$ cat src/rtl/wr_flow_frontend.sv
// Write-side front end of an async FIFO: skid-buffered upstream intake, read-pointer
// synchroniser and optional fill level (compile with WR_FLOW_LEVEL_EN to enable level logic).
module wr_flow_frontend #(
    parameter int          ADDR_WIDTH   = 4,
    parameter int          DATA_WIDTH   = 8,
    parameter int unsigned AFULL_THRESH = (2 ** ADDR_WIDTH) - 2
) (
    input  logic                  wr_clk,
    input  logic                  wr_rst_n,
    input  logic                  s_valid,
    input  logic [DATA_WIDTH-1:0] s_data,
    output logic                  s_ready,
    input  logic [ADDR_WIDTH:0]   rd_ptr_gray,
    input  logic [ADDR_WIDTH:0]   wr_ptr_gray,
    input  logic                  fifo_full,
    output logic [ADDR_WIDTH:0]   rdptr_sync,
    output logic                  wr_en,
    output logic [DATA_WIDTH-1:0] wr_data,
    output logic [ADDR_WIDTH:0]   wr_level,
    output logic                  almost_full
);

    localparam logic [1:0] ST_IDLE = 2'd0;
    localparam logic [1:0] ST_HOLD = 2'd1;
    localparam logic [1:0] ST_SKID = 2'd2;

    logic [ADDR_WIDTH:0]   sync1_q;
    logic [ADDR_WIDTH:0]   sync2_q;

    logic [1:0]            state_q;
    logic [1:0]            state_d;
    logic [DATA_WIDTH-1:0] main_q;
    logic [DATA_WIDTH-1:0] main_d;
    logic [DATA_WIDTH-1:0] skid_q;
    logic [DATA_WIDTH-1:0] skid_d;
    logic                  s_ready_q;
    logic                  s_ready_d;

    logic                  main_valid;
    logic                  accept;
    logic                  consume;

    // Plain two-flop synchroniser; nothing may sit between the stages.
    always_ff @(posedge wr_clk or negedge wr_rst_n) begin
        if (!wr_rst_n) begin
            sync1_q <= '0;
            sync2_q <= '0;
        end else begin
            sync1_q <= rd_ptr_gray;
            sync2_q <= sync1_q;
        end
    end

    assign rdptr_sync = sync2_q;

    assign main_valid = (state_q == ST_HOLD) || (state_q == ST_SKID);
    assign consume    = main_valid && !fifo_full;
    assign accept     = s_valid && s_ready_q;

    assign wr_en   = consume;
    assign wr_data = main_q;
    assign s_ready = s_ready_q;

    always_comb begin
        state_d = state_q;
        main_d  = main_q;
        skid_d  = skid_q;
        case (state_q)
            ST_IDLE: begin
                if (accept) begin
                    state_d = ST_HOLD;
                    main_d  = s_data;
                end
            end
            ST_HOLD: begin
                if (accept && consume) begin
                    main_d = s_data;
                end else if (accept) begin
                    state_d = ST_SKID;
                    skid_d  = s_data;
                end else if (consume) begin
                    state_d = ST_IDLE;
                end
            end
            ST_SKID: begin
                if (consume) begin
                    state_d = ST_HOLD;
                    main_d  = skid_q;
                end
            end
            default: begin
                state_d = ST_IDLE;
            end
        endcase
        // Ready is a pure function of the next state so it can be registered.
        s_ready_d = (state_d != ST_SKID);
    end

    always_ff @(posedge wr_clk or negedge wr_rst_n) begin
        if (!wr_rst_n) begin
            state_q   <= ST_IDLE;
            main_q    <= '0;
            skid_q    <= '0;
            s_ready_q <= 1'b0;
        end else begin
            state_q   <= state_d;
            main_q    <= main_d;
            skid_q    <= skid_d;
            s_ready_q <= s_ready_d;
        end
    end

`ifdef WR_FLOW_LEVEL_EN
    localparam logic [ADDR_WIDTH:0] AFULL_LVL = (ADDR_WIDTH + 1)'(AFULL_THRESH);

    function automatic logic [ADDR_WIDTH:0] gray2bin(input logic [ADDR_WIDTH:0] g);
        logic [ADDR_WIDTH:0] b;
        b[ADDR_WIDTH] = g[ADDR_WIDTH];
        for (int i = ADDR_WIDTH - 1; i >= 0; i--) begin
            b[i] = b[i+1] ^ g[i];
        end
        return b;
    endfunction

    logic [ADDR_WIDTH:0] level_d;
    logic [ADDR_WIDTH:0] level_q;
    logic                afull_q;

    // Subtraction wraps modulo 2^(ADDR_WIDTH+1), which covers pointer wrap-around.
    assign level_d = gray2bin(wr_ptr_gray) - gray2bin(sync2_q);

    always_ff @(posedge wr_clk or negedge wr_rst_n) begin
        if (!wr_rst_n) begin
            level_q <= '0;
            afull_q <= 1'b0;
        end else begin
            level_q <= level_d;
            afull_q <= (level_d >= AFULL_LVL);
        end
    end

    assign wr_level    = level_q;
    assign almost_full = afull_q;
`else
    logic unused_level;

    assign unused_level = ^{wr_ptr_gray, AFULL_THRESH[0]};
    assign wr_level     = '0;
    assign almost_full  = 1'b0;
`endif

endmodule

$ cat config.mk
export PLATFORM = sky130hd
export DESIGN_NAME = wr_flow_frontend
export DESIGN_NICKNAME = d
export VERILOG_FILES = /design/src/rtl/wr_flow_frontend.sv
export SDC_FILE = /design/constraint.sdc
export NUM_CORES = 1
export LEC_CHECK = 0
export CAP_MARGIN = 30
export CORE_ASPECT_RATIO = 0.75
export CORE_MARGIN = 10
export CORE_UTILIZATION = 48
export DETAILED_ROUTE_END_ITERATION = 10
export PLACE_DENSITY = 0.83
export SLEW_MARGIN = 5
export SYNTH_ARGS = -nofsm -noshare
export SYNTH_HDL_FRONTEND = slang
export SYNTH_SLANG_ARGS = --single-unit
$ cat constraint.sdc
create_clock -name wr_clk -period 2.9 [get_ports wr_clk]
set_input_delay 0.725 -clock wr_clk [delete_from_list [all_inputs] [get_ports wr_clk]]
set_output_delay 0.725 -clock wr_clk [all_outputs]
set_load 0.005 [all_outputs]
==> results.toml <==
[global_route]
grt_pass1_vias = 871
grt_max_degree = 30
grt_overflow = 0
grt_pass1_wl_mm = 4.21
grt_use_total_pct = 10.4
antenna_found_initial = 0

[run]
max_cap_viol_count = 0

[timing]
setup_ws_ns = 0.191
max_slew_margin_pct = 62.6
clock.fmax_mhz = 369
tightest_slew_ns = 0.560
slew_violations = 0
rsz0062_at_grt = "false"
min_period_ns = 2.71
fin_skew_ns = 0.00586
finalHoldViolCount = 0
period_share_pct = 93.4
fin_tns_setup_ns = 0
finalSetupViolations = 0

[drt]
routed_wl_mm = 2.49
wire_per_inst_um = 15.4
first_pass_iters = 4
ant_nets = 0
vias = 783
first_iter_violations = 27
drc = 0
vias_per_cell = 4.83

[power_and_ir_drop]
vdd_drop_max_uv = 517
p_leak_nw = 0.764
report.power.total_mw = 1.80
p_per_area_nw_per_um2 = 1040

[floorplan]
die_y_um = 65.1
initial_core_util_pct = 50.0
die_width_um = 80.1
die_area_sq_um = 5220
rows = 16
coreArea_sq_um = 2600
io_pins = 43

[worst_setup_path]
critical_path.most_common_cell = "clkdlybuf4s50_1"
worst-path-stages = 4
crit_chain = "clkdlybuf4s50_1 -> nand2b_4 -> inv_2 -> clkdlybuf4s50_1"
path_buf_inv = 3
path_delay_family = "buffers and inverters"
cp_max_fo = 5
critical_path_class = "in -> out"
worstPathRequired_ns = 2.17
critPathArrivalTime_ns = 1.98
crit_slowest_cell = "clkdlybuf4s50_1"
cp-start-kind = "input pin"
rrSetupSlack_ns = 0.81
cp_slowest_stage_delay_ns = 0.52
r2r_start = "state_q[0]"
r2r_cells = 5
critPathCaptureType = "output port"
r2r-end = "wr_data[4]"

[clock_network]
cts_resized = 0
clockBufferDepth = 2
cts_tree = "yes"
hold_buffers = 0
clkTransAtPathRegs_ns = 0.09
cts_buffers = 5
htree_levels = 2
clkLatencyLatePin_ns = 0.32
postCtsSetupBuffers = 0
cts.sinks = 29
cts_root_buffer = "clkbuf_4"

[synthesis]
synth_seq_cells = 29
synth_top_family_by_area = "multiplexers"
yosys_warnings = 0
ys_top_cells_by_count = "dfrtp_1, mux2_2, mux2_4"
synth.most_common_cell = "dfrtp_1"
netlist_instances = 89
seq_area_frac_synth_pct = 55.8
syn_avg_cell_area_sq_um = 14.6
synth_cell_types = 26
ys_top_cells_by_area = "dfrtp_1, mux2_2, mux2_4"
synth_compound_gate_area_share_pct = 5.96
ys_async_sr_fraction_pct = 100
synth_edf_count = 0
synthesis.area_sq_um = 1300
synth_largest_area_cell = "dfrtp_1"
synthXorXnorAreaFrac_pct = 0.673
synth_mux_area_share_pct = 23.1
synth_top_area_share_pct = 55.8
synthFlopType = "dfrtp_1"
yosys.area_share.simple_pct = 4.81
synthAdderAreaFrac_pct = 3.85

[worst_hold_path]
min-delay-path-class = "reg -> reg"
hp-start = "sync1_q[3]"
hold-path-endpoint = "rdptr_sync[3]"
hold_depth = 0

[finish]
final_nets = 151
drive_gt1_share_pct = 33.3
syn_to_final_growth_pct = 32.5
num-fill-cells = 199
design_area_sq_um = 1720
num_antenna_cells = 0

[placement]
dp_hpwl_mm = 1.79
placed_area_sq_um = 1620
globalplace.congestion = 0.840
port_buffers = 31
pre_cts_slack_ns = 0.204

[outcome]
status = "finished, final reports clean"
-- registers in the layout (all words and copies together) (netlist names) --
name	flops
rdptr_sync	5
s_ready	1
skid_q	8
state_q	2
sync1_q	5
wr_data	8
-- worst reg2reg max path, delay by kind of cell, from the launching register on --
kind / cells / cell delay [ns]
flip-flops: 1 / 0.42
adder cells (fa/ha/maj): 1 / 0.38
multiplexers: 1 / 0.35
buffers and inverters: 1 / 0.10
AO/OA/AOI/OAI: 2 / 0.72
-- how the worst max path moves through the flow --
stage / from / end
after floorplan: fifo_full / wr_en
after global placement: fifo_full / wr_en
after detailed placement: fifo_full / wr_en
after CTS: fifo_full / wr_en
after global routing: fifo_full / wr_en
final: fifo_full / wr_en
-- cell type report --
| type | count | area, sq um | share of cell area (%) |
|---|---|---|---|
| clock buffers | 5 | 37.5 | 2.18 |
| clock inverters | 3 | 65.1 | 3.77 |
| inverters | 3 | 11.3 | 0.653 |
| multi-input cells | 54 | 522 | 30.3 |
| flip-flops and latches | 29 | 726 | 42.1 |
| well taps | 36 | 45.0 | 2.61 |
| repair buffers | 32 | 318 | 18.4 |
-- metal layers --
metal / up-vias / GRT usage, % / routed length (um)
met5: - / 0 / 0
met4: 0 / 5.26 / 45
li1: 363 / - / -
met1: 381 / 12.1 / 1050
met2: 34 / 15.6 / 1130
met3: 5 / 5.03 / 259
-- layout by cell type (no fill, tap or decap), types with 2 or more instances in the layout --
master / synthesis / layout
nand2_1: 2 / 2
clkdlybuf4s50_1: 0 / 31
conb_1: 1 / 6
a21oi_1: 3 / 3
clkbuf_4: 0 / 5
inv_1: 2 / 2
ha_1: 4 / 4
o21ai_0: 2 / 2
dfrtp_1: 29 / 29
mux2_2: 16 / 16
bufinv_16: 0 / 2
mux2_4: 8 / 8
-- where the power goes --
| group | switching [mW] | internal (mW) | leakage (nW) |
|---|---|---|---|
| registers | 0.0787 | 0.548 | 0.341 |
| logic | 0.296 | 0.472 | 0.368 |
| clock network | 0.140 | 0.267 | 0.0552 |
-- stage by stage --
stage | util (%) | instances | hold WS (ns)
final | 66.3 | 162 | 0.354
after global routing | 66.3 | 162 | 0.368
after CTS | 66.3 | 162 | 0.359
after detailed placement | 62.3 | 154 | 0.336
after global placement | 62.3 | 154 | 0.331
after floorplan | - | 94 | 0.331
-- cells by family after synthesis --
| logic type | count (synthesis) |
|---|---|
| AO/OA/AOI/OAI | 11 |
| XOR/XNOR | 1 |
| adder cells (fa/ha/maj) | 4 |
| buffers and inverters | 11 |
| flip-flops | 29 |
| multiplexers | 24 |
| other | 1 |
| AND/OR/NAND/NOR | 8 |
Note: power is estimated with default switching activity, not from simulation.
